<file path="config.mk">
export PLATFORM = sky130hd
export DESIGN_NAME = uart_tx_sequencer
export DESIGN_NICKNAME = d
export VERILOG_FILES = /design/src/rtl/uart_tx_sequencer.sv
export SDC_FILE = /design/constraint.sdc
export NUM_CORES = 1
export LEC_CHECK = 0
export CORE_MARGIN = 5
export CORE_UTILIZATION = 43
export CTS_BUF_LIST = sky130_fd_sc_hd__clkbuf_4
export DETAILED_ROUTE_END_ITERATION = 10
export PLACE_DENSITY_LB_ADDON = 0.08
export SYNTH_ARGS = -nofsm -noshare
export SYNTH_HDL_FRONTEND = slang
export SYNTH_SLANG_ARGS = --single-unit
export TNS_END_PERCENT = 50
</file>
<file path="constraint.sdc">
create_clock -name clock -period 7.55 [get_ports clock]
set_input_delay 1.1325 -clock clock [delete_from_list [all_inputs] [get_ports clock]]
set_output_delay 1.1325 -clock clock [all_outputs]
set_load 0.01 [all_outputs]
</file>
<file path="src/rtl/uart_tx_sequencer.sv">
// uart_tx_sequencer
//   Drives a memory-mapped UART: holds the device in reset after power-up,
//   then for each accepted message polls the status register until the
//   tx-busy bit clears and writes the next byte to the transmit register.
//   Status polling per byte is bounded; exhausting it aborts the message
//   and raises a sticky timeout flag.
// Ports
//   clock, reset        system clock, asynchronous active-high reset
//   start, msg_data     message request (accepted only when idle); byte 0 sent first
//   dev_reset_n         active-low reset to the UART
//   cs_n, rd_n, wr_n    active-low bus strobes (registered)
//   addr, wdata, rdata  bus address, write data, read data (valid cycle after rd)
//   busy, done          not idle; one-cycle message-complete pulse
//   timeout_err         sticky poll-timeout flag
//   byte_idx            index of the byte in progress
module uart_tx_sequencer #(
  parameter int unsigned DATA_WIDTH   = 8,
  parameter int unsigned ADDR_WIDTH   = 4,
  parameter int unsigned MSG_LEN      = 4,
  parameter int unsigned RESET_CYCLES = 16,
  parameter int unsigned TX_ADDR      = 0,
  parameter int unsigned STATUS_ADDR  = 1,
  parameter int unsigned BUSY_BIT     = 0,
  parameter int unsigned POLL_LIMIT   = 255,
  localparam int unsigned IDX_W       = $clog2(MSG_LEN) + 1
) (
  input  logic                          clock,
  input  logic                          reset,
  input  logic                          start,
  input  logic [MSG_LEN*DATA_WIDTH-1:0] msg_data,
  output logic                          dev_reset_n,
  output logic                          cs_n,
  output logic                          rd_n,
  output logic                          wr_n,
  output logic [ADDR_WIDTH-1:0]         addr,
  output logic [DATA_WIDTH-1:0]         wdata,
  input  logic [DATA_WIDTH-1:0]         rdata,
  output logic                          busy,
  output logic                          done,
  output logic                          timeout_err,
  output logic [IDX_W-1:0]              byte_idx
);

  localparam int unsigned RC_W = $clog2(RESET_CYCLES + 1);
  localparam int unsigned PC_W = $clog2(POLL_LIMIT + 1);

  typedef enum logic [2:0] {RST_HOLD, READY, POLL, CHECK, WRITE, DONE, ERR} state_e;

  state_e                          state_q, state_d;
  logic [RC_W-1:0]                 rst_cnt_q, rst_cnt_d;
  logic [PC_W-1:0]                 poll_cnt_q, poll_cnt_d;
  logic [IDX_W-1:0]                byte_idx_q, byte_idx_d;
  logic [MSG_LEN*DATA_WIDTH-1:0]   msg_q, msg_d;
  logic                            terr_q, terr_d;
  logic                            dev_reset_n_q, dev_reset_n_d;
  logic                            cs_n_q, cs_n_d, rd_n_q, rd_n_d, wr_n_q, wr_n_d;
  logic [ADDR_WIDTH-1:0]           addr_q, addr_d;
  logic [DATA_WIDTH-1:0]           wdata_q, wdata_d;
  logic                            done_q, done_d;
  logic [DATA_WIDTH-1:0]           byte_sel;
  logic                            unused_rdata;

  // Only the busy bit of the status word is meaningful.
  assign unused_rdata = ^rdata;

  always_comb begin
    byte_sel = '0;
    for (int unsigned i = 0; i < MSG_LEN; i++) begin
      if (byte_idx_q == IDX_W'(i)) byte_sel = msg_q[i*DATA_WIDTH +: DATA_WIDTH];
    end
  end

  always_comb begin
    state_d    = state_q;
    rst_cnt_d  = rst_cnt_q;
    poll_cnt_d = poll_cnt_q;
    byte_idx_d = byte_idx_q;
    msg_d      = msg_q;
    terr_d     = terr_q;
    case (state_q)
      RST_HOLD: begin
        if (rst_cnt_q == RC_W'(RESET_CYCLES - 1)) state_d = READY;
        else rst_cnt_d = rst_cnt_q + RC_W'(1);
      end
      READY: begin
        if (start) begin
          msg_d      = msg_data;
          byte_idx_d = '0;
          poll_cnt_d = '0;
          terr_d     = 1'b0;
          state_d    = POLL;
        end
      end
      POLL: begin
        poll_cnt_d = poll_cnt_q + PC_W'(1);
        state_d    = CHECK;
      end
      CHECK: begin
        if (rdata[BUSY_BIT]) begin
          state_d = (poll_cnt_q >= PC_W'(POLL_LIMIT)) ? ERR : POLL;
        end else begin
          poll_cnt_d = '0;
          state_d    = WRITE;
        end
      end
      WRITE: begin
        if (byte_idx_q == IDX_W'(MSG_LEN - 1)) begin
          state_d = DONE;
        end else begin
          byte_idx_d = byte_idx_q + IDX_W'(1);
          state_d    = POLL;
        end
      end
      DONE:    state_d = READY;
      ERR: begin
        terr_d  = 1'b1;
        state_d = READY;
      end
      default: state_d = RST_HOLD;
    endcase
  end

  // Bus outputs are registered from the next state so each strobe is low for
  // exactly the cycle spent in POLL/WRITE and is glitch-free.
  always_comb begin
    dev_reset_n_d = (state_d != RST_HOLD);
    rd_n_d        = (state_d != POLL);
    wr_n_d        = (state_d != WRITE);
    cs_n_d        = rd_n_d & wr_n_d;
    done_d        = (state_d == DONE);
    addr_d        = addr_q;
    wdata_d       = wdata_q;
    if (state_d == POLL)  addr_d = ADDR_WIDTH'(STATUS_ADDR);
    if (state_d == WRITE) begin
      addr_d  = ADDR_WIDTH'(TX_ADDR);
      wdata_d = byte_sel;
    end
  end

  always_ff @(posedge clock or posedge reset) begin
    if (reset) begin
      state_q       <= RST_HOLD;
      rst_cnt_q     <= '0;
      poll_cnt_q    <= '0;
      byte_idx_q    <= '0;
      msg_q         <= '0;
      terr_q        <= 1'b0;
      dev_reset_n_q <= 1'b0;
      cs_n_q        <= 1'b1;
      rd_n_q        <= 1'b1;
      wr_n_q        <= 1'b1;
      addr_q        <= '0;
      wdata_q       <= '0;
      done_q        <= 1'b0;
    end else begin
      state_q       <= state_d;
      rst_cnt_q     <= rst_cnt_d;
      poll_cnt_q    <= poll_cnt_d;
      byte_idx_q    <= byte_idx_d;
      msg_q         <= msg_d;
      terr_q        <= terr_d;
      dev_reset_n_q <= dev_reset_n_d;
      cs_n_q        <= cs_n_d;
      rd_n_q        <= rd_n_d;
      wr_n_q        <= wr_n_d;
      addr_q        <= addr_d;
      wdata_q       <= wdata_d;
      done_q        <= done_d;
    end
  end

  assign dev_reset_n = dev_reset_n_q;
  assign cs_n        = cs_n_q;
  assign rd_n        = rd_n_q;
  assign wr_n        = wr_n_q;
  assign addr        = addr_q;
  assign wdata       = wdata_q;
  assign busy        = (state_q != READY);
  assign done        = done_q;
  assign timeout_err = terr_q;
  assign byte_idx    = byte_idx_q;

endmodule

</file>
==> results.cfg <==
[power]
vdd_drop_max_mv = 0.1698
p_total_mw = 1.535
power_leakage_nw = 1.618
p_per_area_mw_per_mm2 = 394.7

[grt]
grt_usage = 0.1549
grt_pass1_vias = 2168
antenna_found_initial = 0
grt_max_degree = 67
grt_overflow = 0
top_usage_layer = met2
grt_util_met2 = 0.2460
grtUsageMet3 = 0.04223
use_met1 = 0.1905
grt_pass1_wl_um = 10410

[placement]
dp_hpwl_um = 4318
gp_congestion = 0.7531
place.port_buffers = 54

[sta]
worst_pin_slew_ps = 973.3
finalSetupViolations = 0
maxSlewViolCount = 0
finalHoldViolations = 0
fin_crit_ps = 3533
max-slew-margin-rel = 0.3420
skew_ps = 10.58
fmax_mhz = 283.1
finalCritPeriodShare = 0.4679
tns_ps = 0
rsz0062_at_grt = no

[synthesis]
yosys.cell_types.count = 49
synth_edf_count = 0
ys_warn_count = 0
avgSynthCellArea_um2 = 11.81
yosysSeqAreaShare = 0.5328
syn-cell-area_mm2 = 0.003107
synth-async-reset-ratio = 1.000
synth-main-ff-cell = dfrtp_1
ys_seq_elements = 66
syn_inst = 263

[routing]
drc_errors = 0
drtPass1Iterations = 4
vias_per_cell = 5.181
wirelength_um = 6315
drt_iter0_drc = 81
vias = 2176
ant_nets = 0
detail_route.wl_per_cell_um = 15.04

[clock_network]
cts_num_sinks = 66
clk_latency_ps = 410
cts_tree = done
clk_path_buf_depth = 2
htreeDepth = 3
postCtsSetupBuffers = 0
post_cts_resized = 0
cts_hold_buf = 0
clk_pin_slew_ps = 110
cts_root_buffer = clkbuf_4
cts_made_buffers = 9

[cells_and_area]
nets = 367
insertedDiodeCount = 0
final_common_cell = dfrtp_1
synthToLayoutAreaGrowth_pct = 25.17
final_layout_size_suffix_gt1_frac = 0.2212
mostFrequentLayoutCells = dfrtp_1 (63), clkdlybuf4s50_1 (54), mux2_2 (42)

[floorplanning]
die_area_mm2 = 0.009025
die_y_um = 95
rows = 31
pin_count = 65
initial_core_util = 0.4353
core_mm2 = 0.007137
die_w_um = 95

[worst_setup_path]
cp.arrival_ps = 3840
cp-end-kind = flop
path_max_fanout = 36
cp.required_ps = 7850
crit_type = in -> reg
worstSetupStartpointType = input port

[run_status]
status = finished clean

[run]
maxCapViolations = 0

[worst_hold_path]
hold_class = reg -> reg
area by class of cell:
cell class / instances / area, um^2
sequential: 66 / 1655
tap: 99 / 123.9
inverter: 10 / 37.54
timing repair buffer: 56 / 555.5
fill: 643 / 3248
multi-input combinational: 173 / 1360
clock inverter: 6 / 81.33
clock buffer: 10 / 75.07
metal layers:
metal  routed length, um  up-vias
met5                   0        -
met3                 300       13
met1                2754     1065
met4                 177        0
li1                    -     1048
met2                3082       50
cell families after synthesis:
group,count (synthesis),synth area share
other cells,1,0.001207
simple gates,64,0.1196
xor+xnor,4,0.01128
buf+inv,26,0.03665
fa+ha+maj,8,0.03222
compound gates,51,0.1108
mux,43,0.1555
flops,66,0.5328
synth_stat cells (all sizes together) (2+ instances only):
library cell	number	area share
or2b	2	0.0048
nand4	3	0.0060
nand2	19	0.023
a32o	8	0.026
ha	8	0.032
inv	10	0.012
nand2b	8	0.016
or4	4	0.010
o31ai	3	0.0072
clkbuf	7	0.0089
nor4	2	0.011
nor2	10	0.012
o21bai	2	0.0048
o21ai	15	0.024
mux2	42	0.15
a21oi	13	0.021
dfrtp	63	0.51
a211oi	2	0.0048
nand3	4	0.0064
and3b	2	0.0060
dfstp	3	0.025
and3	2	0.0040
buf	9	0.016
xnor2	3	0.0085
registers in the layout, summed over array words and instances, names as in the netlist, 3 cells and up:
name,cells
msg_q,32
poll_cnt_q,8
wdata,8
rst_cnt_q,5
byte_idx,3
state_q,3
where the power goes:
part           internal, mW  switching (mW)  leakage (nW)
registers             0.510           0.111         0.808
clock network         0.136           0.126        0.0838
logic                 0.361           0.291         0.726
stage by stage:
stage | area (um^2) | instances | worst slack (ps) | util | hold slack [ps]
5_1_grt | 3889 | 420 | 3874 | 0.5449 | 516.4
2_1_floorplan | 3114 | 265 | 4532 | - | 438.1
6_report | 3889 | 420 | 4017 | 0.5449 | 486.1
4_1_cts | 3889 | 420 | 3985 | 0.5449 | 483.5
3_5_place_dp | 3732 | 404 | 3571 | 0.5230 | 464.6
3_3_place_gp | 3732 | 404 | 3568 | 0.5230 | 459.3
worst max-delay path, cell delays in order:
cell	delay, ps
clkdlybuf4s50_1	460
nor4bb_4	190
buf_4	280
or4_1	710
nor4_4	650
mux2_2	410
path summary, 6_finish.rpt:
check | depth (start not counted) | end | start | slack (ps)
max | 6 | wdata[1]$_DFFE_PP0N_ | start | 4020
min | 1 | rst_cnt_q[3]$_DFFE_PP0P_ | rst_cnt_q[3]$_DFFE_PP0P_ | 490
max reg2reg | 6 | wdata[1]$_DFFE_PP0N_ | byte_idx[0]$_DFFE_PP0P_ | 4380
min reg2reg | 1 | rst_cnt_q[3]$_DFFE_PP0P_ | rst_cnt_q[3]$_DFFE_PP0P_ | 490
max in group asynchronous | 3 | msg_q[25]$_DFFE_PP0P_ | reset | 5710
min in group asynchronous | 3 | wdata[5]$_DFFE_PP0N_ | reset | 1260
Power figures use the tool's default switching activity.
